**src/rtl/regfile_mp.sv**
```systemverilog
// rtl/regfile_mp.sv - multi-port register file with pending-bit tracking; define REGFILE_BYPASS_EN for same-cycle write-to-read bypass
module regfile_mp #(
  parameter int XLEN = 32,
  parameter int NREG = 32,
  parameter int NRD  = 2,
  localparam int AW  = $clog2(NREG)
) (
  input  logic                clk,
  input  logic                rst,
  input  logic                we0,
  input  logic [AW-1:0]       wa0,
  input  logic [XLEN-1:0]     wd0,
  input  logic                we1,
  input  logic [AW-1:0]       wa1,
  input  logic [XLEN-1:0]     wd1,
  input  logic                rsv_valid,
  input  logic [AW-1:0]       rsv_addr,
  input  logic [NRD*AW-1:0]   ra,
  output logic [NRD*XLEN-1:0] rd,
  output logic [NRD-1:0]      rbusy,
  output logic [AW:0]         pend_cnt
);

  logic [XLEN-1:0] mem [NREG];
  logic [NREG-1:0] pend;
  logic [NREG-1:0] pend_nxt;
  logic [AW:0]     cnt_nxt;

  logic wr0_ok, wr1_ok, rsv_ok;
  assign wr0_ok = we0 && (wa0 != '0);
  assign wr1_ok = we1 && (wa1 != '0);
  assign rsv_ok = rsv_valid && (rsv_addr != '0);

  // Writes retire a producer; a same-cycle reserve starts a new one, so it is applied last.
  always_comb begin
    pend_nxt = pend;
    if (wr0_ok) pend_nxt[wa0] = 1'b0;
    if (wr1_ok) pend_nxt[wa1] = 1'b0;
    if (rsv_ok) pend_nxt[rsv_addr] = 1'b1;
  end

  always_comb begin
    cnt_nxt = '0;
    for (int i = 0; i < NREG; i++) begin
      cnt_nxt = cnt_nxt + (AW+1)'(pend_nxt[i]);
    end
  end

  always_ff @(posedge clk) begin
    if (rst) begin
      for (int i = 0; i < NREG; i++) begin
        mem[i] <= '0;
      end
      pend     <= '0;
      pend_cnt <= '0;
    end else begin
      if (wr0_ok) mem[wa0] <= wd0;
      if (wr1_ok) mem[wa1] <= wd1;
      pend     <= pend_nxt;
      pend_cnt <= cnt_nxt;
    end
  end

  for (genvar g = 0; g < NRD; g++) begin : g_rd
    logic [AW-1:0]   a;
    logic [XLEN-1:0] d;
    logic            b;

    assign a = ra[g*AW +: AW];

    always_comb begin
      d = mem[a];
      b = pend[a];
`ifdef REGFILE_BYPASS_EN
      // Port 1 is checked last so it wins over port 0, matching the stored result.
      if (we0 && (wa0 == a)) begin
        d = wd0;
        b = rsv_valid && (rsv_addr == a);
      end
      if (we1 && (wa1 == a)) begin
        d = wd1;
        b = rsv_valid && (rsv_addr == a);
      end
`endif
      if (a == '0) begin
        d = '0;
        b = 1'b0;
      end
    end

    assign rd[g*XLEN +: XLEN] = d;
    assign rbusy[g]           = b;
  end

endmodule

```
**config.mk**
```make
export PLATFORM = sky130hd
export DESIGN_NAME = regfile_mp
export DESIGN_NICKNAME = d
export VERILOG_FILES = /design/src/rtl/regfile_mp.sv
export SDC_FILE = /design/constraint.sdc
export NUM_CORES = 2
export LEC_CHECK = 0
export BUFFER_PORTS_ARGS = -buffer_cell sky130_fd_sc_hd__clkbuf_2
export CORE_MARGIN = 1
export CORE_UTILIZATION = 35
export CTS_CLUSTER_DIAMETER = 150
export DETAILED_ROUTE_END_ITERATION = 12
export SETUP_SLACK_MARGIN = 0.15
export SYNTH_ARGS = -nofsm -noshare
export SYNTH_HDL_FRONTEND = slang
export SYNTH_SLANG_ARGS = --single-unit
```
**constraint.sdc**
```tcl
create_clock -name clk -period 10.35 [get_ports clk]
set_input_delay 2.5875 -clock clk [delete_from_list [all_inputs] [get_ports clk]]
set_output_delay 2.5875 -clock clk [all_outputs]
set_load 0.02 [all_outputs]
```
==> summary.md <==
| Metric | Value |
|---|---|
| GRT Overall Usage | 0.290 |
| First-pass GRT wire length | 363,000 µm |
| Synth Area in Simple Gates | 0.0347 |
| Hold Crit Depth | 1 |
| Final setup fails | 0 |
| Wire length on met1 | 90,400 µm |
| Largest family of logic cells by synthesized area | multiplexers |
| Core area | 0.174 mm² |
| Uppermost layer routed | met5 |
| Total gr overflow | 0 |
| CP Class | primary input to primary output |
| Synth-to-Final Area Change | 10.1% |
| Clock sinks | approximately 1,100 |
| Async SR Flop Fraction | 0 |
| Count of mapped cells out of synthesis | 4,200 |
| Top cell type by total area after synthesis | edfxtp_1 |
| Setup_tns | 0 ns |
| Initial Util | 0.353 |
| Power share of the clock group | 0.371 |
| Iter 0 DRT Violations | 6,836 |
| Placed Instances | 6,238 |
| Fill count | ~16,000 |
| FF-to-FF path depth | 16 |
| Internal power | 0.00765 W |
| Share of the synthesized area in the top cell type | 0.499 |
| Area contributors post-synth | edfxtp_1 (50%), mux4_2 (17%), a22o_1 (14%) |
| Clk buf depth | 3 |
| Seq pwr share | 0.484 |
| Final hold slack | 0.536 ns |
| Post-synthesis cell area | 0.0616 mm² |
| Hold Path Class | flip-flop to flip-flop |
| Crit path max fanout | 33 |
| Total CTS buffers | between 100 and 150 |
| Number of global-route vias before repair | ~46,000 |
| Dpl ws | roughly 1.9 ns |
| Via Count | approximately 46,000 |
| Mux contribution to synthesized area | 0.202 |
| Post-synthesis compound-gate area fraction | 0.193 |
| Hold buffer count at cts | 0 |
| Commonest non-fill, non-tap cell in the layout | edfxtp_1 |
| Crit path DAT | 6.04 ns |
| Synth warn | 0 |
| Slew @ Worst Pin | 1.21 ns |
| Vias per cell | between 7 and 8 |
| Hold Path Origin | pend[0]$_SDFF_PP0_ |
| Status | finished, final reports clean |
| CTS resizes | 0 |
| Worst setup EP type | primary output |
| Reg-to-reg setup timing slack | 5.03 ns |
| RSZ-0062 raised after global routing | no |
| PortBufs | 165 |
| Crit path launch type | primary input |
| DR pass1 iterations | 6 |
| Post-synth EDFFs | 1,024 |
| Drt drc | 0 |
| Die area | 0.178 mm² |
| Sw power | 0.00289 W |
| Hold EP | pend[0]$_SDFF_PP0_ |
| Comb power frac | 0.144 |
| Row count | 153 |
| Seq cells post-synth | 1,062 |
| Post-synthesis sequential area ratio | 0.512 |
| FF-to-FF End | pend_cnt[4]$_SDFF_PP0_ |
| Setup WS post-layout | roughly 1.7 ns |
| Largest net degree at the start of global routing | 98 |
| Clk_lat worst skew | 0.73 ns |
| Skew final | about 0.0094 ns |
| Setup bufs post-CTS | 0 |
| CTS tree | done |
| Fmax | 116 MHz |
| Slew Viols, Final | 0 |
| R2r startpoint | pend[27]$_SDFF_PP0_ |
| Final Hold Vio Count | 0 |
| Non-Filler Instances | ~6,500 |
| Max Cap Viol | 0 |
| Proportion of layout cells with a drive suffix above 1 | 0.270 |
| IO Count | roughly 170 |
| Worst EP required | 7.76 ns |
| Initial antenna violation count | 24 |
| Slew margin rel. | 0.191 |
| Routability cong. | 0.928 |
| Die width | 422 µm |
| WL per Instance | 41.0 µm |
| Count of different cell masters after synthesis | 63 |
| Antenna-violating nets left | 0 |
| Ys flop type | edfxtp_1 |
| Die Ht | ~420 µm |
| H-tree levels | 3 |
| Root Buffer | clkbuf_16 |
| Fin crit period | 8.63 ns |
| Adder-Cell Fraction of Synth Area | 0.00922 |
| Register clock-pin slew on the reported worst setup and hold paths | roughly 0.06 ns |
| Commonest non-fill, non-tap cells in the layout | edfxtp_1 (1,024), a22o_1 (1,002), mux4_2 (462) |
| Final nets | 4,152 |
| P per Cell Area | 155 mW/mm² |
| Overall Power | 0.0105 W |
| Synth Area in XOR/XNOR | 0.000427 |
| DPL Wire Length | 142,000 µm |
| Routed met3 length | 33,800 µm |
| Leak | 22.7 nW |
| DRT Wirelength | 265,000 µm |
| Avg Cell Area, Syn | 14.7 µm² |
| Switching share of total power | 0.274 |
| Met2 WL | roughly 120,000 µm |
| Maximum VDD drop | 134 µV |
| Final Cycle Share | 0.834 |
-- registers in the layout (all words and copies together) (netlist names) --
register and flops:
mem 1024, pend 32, pend_cnt 6
-- cell type report --
type | instances | area, µm² | area share
antenna | 12 | 30.0 | 0.000443
clock buffer | 149 | 2980 | 0.0440
clock inverter | 57 | 450 | 0.00664
inverter | 29 | 114 | 0.00168
multi-input combinational | 2510 | 27700 | 0.409
sequential | 1062 | 31500 | 0.465
tap | 2325 | 2910 | 0.0429
timing repair buffer | 312 | 2110 | 0.0312
-- critical path, cell delays in order --
cell      delay, ns
clkbuf_2       0.71
buf_4          0.33
or2_2          0.14
buf_4          0.78
o21ai_0        0.24
a311oi_1       0.86
clkbuf_2       0.32
-- how the worst max path moves through the flow --
stage	from	end	slack (ns)	depth (start not counted)
after global routing	ra[8]	rd[32]	1.85	7
after global placement	wa1[1]	pend_cnt[4]$_SDFF_PP0_	1.88	19
after CTS	ra[8]	rd[58]	1.94	7
after detailed placement	wa1[1]	pend_cnt[4]$_SDFF_PP0_	1.90	19
final	ra[8]	rd[32]	1.72	7
after floorplan	wa0[4]	pend_cnt[4]$_SDFF_PP0_	2.39	21
-- cells in the mapped netlist, types with 47 or more instances --
master	number
edfxtp_1	1024
a22o_1	1002
mux4_2	462
clkbuf_1	367
buf_2	199
mux2i_1	132
nand2_1	102
nor2b_1	79
a22oi_1	76
a211oi_1	66
a311oi_1	66
mux2_2	66
o21ai_0	64
nor2_1	53
o21ai_1	49
a221oi_1	47
-- metal layers --
metal | GRT usage | vias up
met5 | 0 | -
met4 | 0.214 | 20
met3 | 0.0815 | 1119
met2 | 0.444 | 4014
met1 | 0.350 | 23400
li1 | - | 17400
-- metrics by stage --
step                      area (µm²)  utilization
after floorplan                61700            -
after global placement         64400        0.369
after detailed placement       64400        0.369
after CTS                      67800        0.389
after global routing           67800        0.389
final                          67800        0.389
-- power groups by stage --
stage / Clock [W] / Combinational [W] / Sequential (W)
2_1_floorplan: 0 / 0.000946 / 0.00515
3_3_place_gp: 0 / 0.00148 / 0.00517
3_5_place_dp: 0 / 0.00148 / 0.00519
4_1_cts: 0.00392 / 0.00149 / 0.00510
5_1_grt: 0.00407 / 0.00156 / 0.00514
6_report: 0.00391 / 0.00152 / 0.00511
-- logic make-up after synthesis --
logic type,after synthesis
buffers and inverters,659
AOI/OAI and AO/OA,1426
other,1
adders and majority gates,31
and+or+nand+nor,358
muxes,660
DFF,1062
xor gates and xnor gates,3
Power figures use the tool's default switching activity.
